==> config.mk <==
export PLATFORM = sky130hd
export DESIGN_NAME = uart_operand_collector
export DESIGN_NICKNAME = d
export VERILOG_FILES = /design/src/rtl/uart_operand_collector.sv
export SDC_FILE = /design/constraint.sdc
export NUM_CORES = 1
export LEC_CHECK = 0
export BUFFER_PORTS_ARGS = -buffer_cell sky130_fd_sc_hd__buf_2
export CAP_MARGIN = 15
export CORE_MARGIN = 4
export CORE_UTILIZATION = 42
export DETAILED_ROUTE_END_ITERATION = 10
export GPL_ROUTABILITY_DRIVEN = 0
export PLACE_DENSITY = 0.64
export SETUP_SLACK_MARGIN = 0.4
export SLEW_MARGIN = 20
export SYNTH_ARGS = -nofsm -noshare
export SYNTH_HDL_FRONTEND = slang
export SYNTH_SLANG_ARGS = --single-unit
export TNS_END_PERCENT = 1
==> constraint.sdc <==
create_clock -name clk_i -period 2.85 [get_ports clk_i]
set_input_delay 0.285 -clock clk_i [delete_from_list [all_inputs] [get_ports clk_i]]
set_output_delay 0.285 -clock clk_i [all_outputs]
set_load 0.01 [all_outputs]
==> src/rtl/uart_operand_collector.sv <==
// uart_operand_collector
//   Frames the UART RX byte stream into two little-endian operands (A, then B)
//   and holds the pair for the adder behind a valid/ready handshake. A partial
//   frame is dropped after TIMEOUT_CYCLES idle cycles. Bytes that arrive while a
//   completed pair is waiting are dropped and flagged.
// Ports:
//   clk_i, rst_ni           clock, async active-low reset
//   rx_data_i, rx_valid_i   received byte + one-cycle strobe
//   op_ready_i              consumer accepts the pair
//   a_o, b_o, cin_o         adder operands, carry-in (always 0)
//   op_valid_o              a_o/b_o hold a complete pair
//   busy_o                  partial frame in progress
//   timeout_o, overrun_o    one-cycle event pulses
module uart_operand_collector #(
  parameter int OPERAND_BYTES  = 8,
  parameter int TIMEOUT_CYCLES = 1000000
) (
  input  logic                       clk_i,
  input  logic                       rst_ni,
  input  logic [7:0]                 rx_data_i,
  input  logic                       rx_valid_i,
  input  logic                       op_ready_i,
  output logic [8*OPERAND_BYTES-1:0] a_o,
  output logic [8*OPERAND_BYTES-1:0] b_o,
  output logic                       cin_o,
  output logic                       op_valid_o,
  output logic                       busy_o,
  output logic                       timeout_o,
  output logic                       overrun_o
);

  localparam int IDX_W = (OPERAND_BYTES > 1) ? $clog2(OPERAND_BYTES) : 1;
  localparam int CNT_W = $clog2(TIMEOUT_CYCLES);
  localparam logic [IDX_W-1:0] IDX_LAST = IDX_W'(OPERAND_BYTES - 1);
  localparam logic [CNT_W-1:0] CNT_LAST = CNT_W'(TIMEOUT_CYCLES - 1);

  typedef enum logic [1:0] {S_IDLE, S_LOAD_A, S_LOAD_B, S_HOLD} state_t;

  state_t                              state;
  logic [IDX_W-1:0]                    idx;
  logic [CNT_W-1:0]                    cnt;
  // Byte-lane view of the operands so a byte index selects a lane directly.
  logic [OPERAND_BYTES-1:0][7:0]       a_q, b_q;

  assign a_o   = a_q;
  assign b_o   = b_q;
  assign cin_o = 1'b0;

  always_ff @(posedge clk_i or negedge rst_ni) begin
    if (!rst_ni) begin
      state      <= S_IDLE;
      idx        <= '0;
      cnt        <= '0;
      a_q        <= '0;
      b_q        <= '0;
      op_valid_o <= 1'b0;
      busy_o     <= 1'b0;
      timeout_o  <= 1'b0;
      overrun_o  <= 1'b0;
    end else begin
      timeout_o <= 1'b0;
      overrun_o <= 1'b0;
      case (state)
        S_IDLE: begin
          cnt <= '0;
          if (rx_valid_i) begin
            a_q[0] <= rx_data_i;
            busy_o <= 1'b1;
            // Single-byte operands finish A on the first byte.
            if (OPERAND_BYTES == 1) begin
              idx   <= '0;
              state <= S_LOAD_B;
            end else begin
              idx   <= IDX_W'(1);
              state <= S_LOAD_A;
            end
          end
        end
        S_LOAD_A, S_LOAD_B: begin
          if (rx_valid_i) begin
            // An accepted byte always wins over a timeout in the same cycle.
            cnt <= '0;
            if (state == S_LOAD_A) a_q[idx] <= rx_data_i;
            else                   b_q[idx] <= rx_data_i;
            if (idx == IDX_LAST) begin
              idx <= '0;
              if (state == S_LOAD_A) begin
                state <= S_LOAD_B;
              end else begin
                state      <= S_HOLD;
                busy_o     <= 1'b0;
                op_valid_o <= 1'b1;
              end
            end else begin
              idx <= idx + IDX_W'(1);
            end
          end else if (cnt == CNT_LAST) begin
            state     <= S_IDLE;
            idx       <= '0;
            cnt       <= '0;
            a_q       <= '0;
            b_q       <= '0;
            busy_o    <= 1'b0;
            timeout_o <= 1'b1;
          end else begin
            cnt <= cnt + CNT_W'(1);
          end
        end
        S_HOLD: begin
          cnt <= '0;
          // Bytes are dropped even on the transfer edge itself.
          if (rx_valid_i) overrun_o <= 1'b1;
          if (op_ready_i) begin
            state      <= S_IDLE;
            op_valid_o <= 1'b0;
          end
        end
        default: state <= S_IDLE;
      endcase
    end
  end

endmodule
# [After elaboration in Yosys (flattened, before gate mapping)]
# Cells that the tools add are included.
# W data, S select, Z words.
[word_totals] ff_bits=157 in_bits=12 output_inout_bits=133
[op_classes] addsub=2 n_lt_le_gt_ge=2 eq_ne=16 muxes=42 n_reduce_logical=14
[op_table] cell="$mux W64" n=5
[op_table] cell="$bwmux W64" n=2
[op_table] cell="$mux W20" n=2
[op_table] cell="$pmux W20 S2" n=1
[op_table] cell="$demux W8 S3" n=1
[op_table] cell="$add A20 B1 Y20 const B" n=1
[op_table] cell="$eq A20 B20 Y1 const B" n=1
[op_table] cell="$mux W8" n=2
[op_table] cell="$pmux W8 S2" n=1
[op_table] cell="$mux W1" n=15
[op_table] cell="$mux W3" n=4
[op_table] cell="$ne A2 B2 Y1 const B" n=6
[op_table] cell="$ne A3 B3 Y1 const B" n=4
[op_table] cell="$mux W2" n=5
[op_table] cell="$reduce_and A5 Y1" n=2
[op_table] cell="$reduce_and A3 Y1" n=3
[op_table] cell="$reduce_and A4 Y1" n=2
[op_table] cell="$pmux W2 S3" n=1
[op_table] cell="$pmux W3 S2" n=1
[op_table] cell="$reduce_bool A2 Y1" n=3
[op_table] cell="$eq A2 B2 Y1 const B" n=2
[op_table] cell="$lt A3 B4 Y1 const B" n=1
[op_table] cell="$pmux W1 S2" n=2
[op_table] cell="$reduce_or A2 Y1" n=2
[op_table] cell="7 further kinds" n=7

# [Logic depth before layout (Yosys ltp)]
[logic_depth] ltp_word=8 ltp_mapped=9

# [Least setup slack after synthesis]
# Ideal clock, no wire load.
[synth_timing] path_kind="reg-to-reg" start="register state[0]" end="register a_q, in the netlist a_o[10]" setup_time_ns=0.096 arrival_time_ns=1.943 setup_slack_ns=0.812 stages_incl_launch_ff=10 path_buffers=2 synth_period_minus_slack_ns=2.038 cell_sequence="dfrtp_1 inv_1 ha_1 nor2b_1 and3_1 a32oi_1 buf_2 buf_1 a21oi_1 o31ai_1"
[synth_via] elab_chain_cells=3 word_cells_on_any_way=5 classes_between="3 x eq/ne; 2 x reduce/logical"
[synth_rtl] item="start, declared" line="39" text="state_t state;"
[synth_rtl] item="start signal, assigned" line="51" text="state <= S_IDLE;"
[synth_rtl] item="start signal, assigned" line="72" text="state <= S_LOAD_B;"
[synth_rtl] item="start signal, assigned" line="75" text="state <= S_LOAD_A;"
[synth_rtl] item="$eq A2 B1 Y1 or $eq A2 B2 Y1 (tied branches)" line="63, 83"
[synth_rtl] item="$ne A2 B1 Y1 (no line) or $reduce_or A2 Y1 (tied branches)"
[synth_rtl] item="$reduce_and A3 Y1 (no line) *"
[synth_rtl] item="end signal, assigned by index" line="83" text="if (state == S_LOAD_A) a_q[idx] <= rx_data_i;"
[synth_rtl] item="end, declared" line="43" text="logic [OPERAND_BYTES-1:0][7:0] a_q, b_q;"
# Every way passes the cells marked *; elsewhere a longest branch is shown, timed or not.
# A chain may end at the register's enable or synchronous reset.

# [Worst setup path after layout]
[layout_timing] start="register state[0]" end="register b_q, in the netlist b_o[39]"
[layout_via] elab_chain_cells=3 word_cells_on_any_way=5 classes_between="3 x eq/ne; 2 x reduce/logical"
[layout_rtl] item="$eq A2 B1 Y1 or $eq A2 B2 Y1 (tied branches)" line="63, 83"
[layout_rtl] item="$ne A2 B2 Y1 (no line) or $reduce_or A2 Y1 (tied branches)"
[layout_rtl] item="$reduce_and A3 Y1 (no line) *"
[layout_rtl] item="end signal, assigned by index" line="84" text="else b_q[idx] <= rx_data_i;"
[layout_rtl] item="end, declared" line="43"
# Marks and branches as above.

==> results.json <==
{
  "r2r_end": "b_o[39]$_DFFE_PN0P_",
  "setup.worst_path.end": "b_o[39]$_DFFE_PN0P_",
  "power_frac_comb": 0.394,
  "synth_cell_types": 42,
  "cp-start-kind": "register",
  "dp_cells": 1080,
  "max_slew_margin": 0.3701,
  "worstSetupEndpointType": "register",
  "boundaryPins": 145,
  "crit_chain": "inv_1 -> ha_1 -> buf_4 -> inv_1 -> nor3_2 -> a21oi_4 -> buf_12 -> a21oi_1 -> o31ai_1",
  "rsz0062_at_grt": "true",
  "firstDrtPassIters": 5,
  "fin_nets": 896,
  "antenna_found_initial": 0,
  "root_buffer": "clkbuf_16",
  "power.density_nw_per_um2": 1094,
  "synthesis.instances": 773,
  "floorplan.initialDensity": 0.4328,
  "n_fill_cell": 1615,
  "hold_violations": 0,
  "antennaDiodeCount": 0,
  "ys_top_cells_by_area": "dfrtp_1, o31ai_1, and3_1, a21oi_1, clkbuf_1",
  "syn_area_um2": 7564,
  "cap_violations": 0,
  "cts_made_buffers": 17,
  "reg2reg_depth": 9,
  "rrSetupSlack_ps": 430,
  "htreeDepth": 4,
  "final_area_um2": 9121,
  "fin_cells": 1116,
  "fin_crit_ps": 2420,
  "timing.final.ws_setup_ps": 429.7,
  "insertion_delay_ps": 420,
  "setup_viol": 0,
  "vias_per_cell": 5.778,
  "fp.dieH_um": 142.2,
  "ys_seq_area_frac": 0.5194,
  "ir_drop_v": 0.0005053,
  "placed_area_um2": 8469,
  "synth_top_area_frac": 0.5194,
  "fin_skew_ps": 7.628,
  "p_clk_frac": 0.236,
  "hp-class": "input pin to register",
  "dieArea_um2": 20220,
  "drt-wirelength-per-cell_um": 18.93,
  "p_leak_nw": 3.800,
  "synth.avg_cell_area_um2": 9.785,
  "clk_pin_slew_worst_paths_ps": 60,
  "grt_max_degree": 113,
  "fp-row-count": 48,
  "synth_edf_count": 0,
  "p_sw_frac": 0.3867,
  "cp_slowest_cell": "nor3_2",
  "core_area_um2": 17480,
  "hold_slack_ps": 134.6,
  "drive_above_1_share": 0.2323,
  "ys_top_cells_by_count": "dfrtp_1, a21oi_1, and3_1",
  "yosysTopAreaCell": "dfrtp_1",
  "reg2reg_from": "state[0]$_DFFE_PN0P_",
  "areaGrowthSynthToFinish_pct": 20.60,
  "vias": 6448,
  "cts.path.max_buffers": 2,
  "fin_tns_setup_ps": 0,
  "grt_pass1_vias": 5887,
  "dp.final_hpwl_um": 12750,
  "cell_internal_pwr_mw": 6.118,
  "status": "finished, final reports clean",
  "cp.arrival_ps": 2690,
  "die_w_um": 142.2,
  "worstPathRequired_ps": 3120,
  "synthArstFlopShare": 1.000,
  "fmax_ghz": 0.4132,
  "yosys_warnings": 0,
  "worst_slew_pin_slew_ps": 942.5,
  "power_switching_mw": 3.858,
  "hold_path.startpoint": "rx_data_i[1]",
  "startpoint": "state[0]$_DFFE_PN0P_",
  "ys.flop_type": "dfrtp_1",
  "period_share": 0.8492,
  "seq_power_share": 0.370,
  "grt_overflow": 0,
  "grt_first_pass_wirelength_um": 33490,
  "place_ws_ps": 395.7,
  "grt_usage": 0.2097,
  "first_iter_violations": 488,
  "final-max-slew-violation-count": 0,
  "ff_latch_area_um2": 3929,
  "crit_top_cell": "inv_1",
  "synth_seq_cells": 157,
  "path_max_fanout": 66,
  "syn_nets": 791,
  "drc": 0,
  "slowest_delay_ps": 420,
  "drtAntennaViolNets": 0,
  "port_buffers": 143,
  "wl_um": 21130,
  "cts_tree": "yes",
  "crit_type": "register to register",
  "multi_input_area_um2": 3316,
  "cts_sinks": 157,
  "yosysMostFrequentCell": "dfrtp_1"
}
[flip-flops by register name (all words and copies together) (netlist names)]
name	cells
cnt	20
state	2
a_o	64
timeout_o	1
op_valid_o	1
busy_o	1
idx	3
overrun_o	1
b_o	64
[layout by cell type (no fill, tap or decap), types with 2 or more instances in the layout]
master        n
and3_1      116
buf_12        4
nand4_1      12
nor3_1        3
mux2i_1       8
o31ai_1     113
a21oi_1     116
inv_1        12
dfrtp_1     157
ha_1          6
nand2_1      45
clkbuf_1      2
or3b_2        2
xor2_1       14
o21ai_0       6
bufinv_16     3
nand3_1      11
clkinv_2      3
xnor2_1       4
clkinv_4      2
clkbuf_16    17
clkbuf_8      3
a32o_1        2
nand3b_1      7
buf_2       141
nand3_2       2
nor3_2        2
o211ai_1      8
buf_4        17
clkinvlp_4    2
nor2_1       30
[worst max-delay path: cells and delay by family, from the launching register on]
kind            cells  cell delay [ps]
buf+inv             4              630
compound gates      3              480
simple gates        1              420
flops               1              390
fa+ha+maj           1              290
[area by class of cell]
cell class                      instances  share of cell area
Sequential cell                       157              0.4307
Multi-Input combinational cell        525              0.3635
Timing Repair Buffer                  164              0.1025
Clock buffer                           22             0.05199
Tap cell                              225             0.03086
Clock inverter                         10             0.01509
Inverter                               13            0.005350
[worst min-delay path by stage]
stage / end / cells past startpoint / slack, ps
after floorplan: a_o[0]$_DFFE_PN0P_ / 0 / -10
after global placement: a_o[7]$_DFFE_PN0P_ / 1 / 380
after detailed placement: a_o[7]$_DFFE_PN0P_ / 1 / 390
after CTS: a_o[3]$_DFFE_PN0P_ / 3 / 120
after global routing: a_o[1]$_DFFE_PN0P_ / 3 / 130
final: a_o[1]$_DFFE_PN0P_ / 3 / 130
[per-stage QoR]
stage	util	power [mW]
3_5_place_dp	0.4846	7.654
3_3_place_gp	0.4846	7.558
5_1_grt	0.5219	10.68
6_report	0.5219	9.976
4_1_cts	0.5210	10.05
2_1_floorplan	-	6.149
[what timing repair did]
action | 4_1_cts | 5_1_grt
endpoints found under the setup margin | 30 | 55
gates cloned | 1 | 0
hold buffers | 1 | 0
setup buffers | 0 | 2
hold endpoints to repair | 73 | 0
pin swaps | 2 | 1
gates resized for setup | 1 | 0
[power by group through the flow]
stage | registers (mW) | clock network (mW) | logic, mW
floorplan | 3.91 | 0 | 2.24
global placement | 3.70 | 0 | 3.86
detailed placement | 3.70 | 0 | 3.95
CTS | 3.68 | 2.39 | 3.98
global route | 3.80 | 2.50 | 4.38
finish | 3.69 | 2.36 | 3.93
[cells by family (layout without fill, tap and decap cells)]
logic type / Yosys count / count (layout) / share of synthesized area
AO/OA/AOI/OAI: 251 / 252 / 0.2119
XOR/XNOR: 18 / 18 / 0.02084
adder cells (fa/ha/maj): 6 / 6 / 0.009925
buffers and inverters: 92 / 209 / 0.04814
flip-flops: 157 / 157 / 0.5194
multiplexers: 9 / 9 / 0.01208
other: 1 / 1 / 0.0004958
AND/OR/NAND/NOR: 239 / 239 / 0.1772
[routing by layer]
metal | up-vias | track usage | wire [µm] | share of wire
li1 | 3070 | - | - | -
met1 | 3160 | 0.2988 | 9653 | 0.46
met2 | 197 | 0.3260 | 10010 | 0.47
met3 | 21 | 0.03831 | 1078 | 0.051
met4 | 0 | 0.06717 | 391 | 0.019
met5 | - | 0 | 0 | 0
Note: power is estimated with default switching activity, not from simulation.
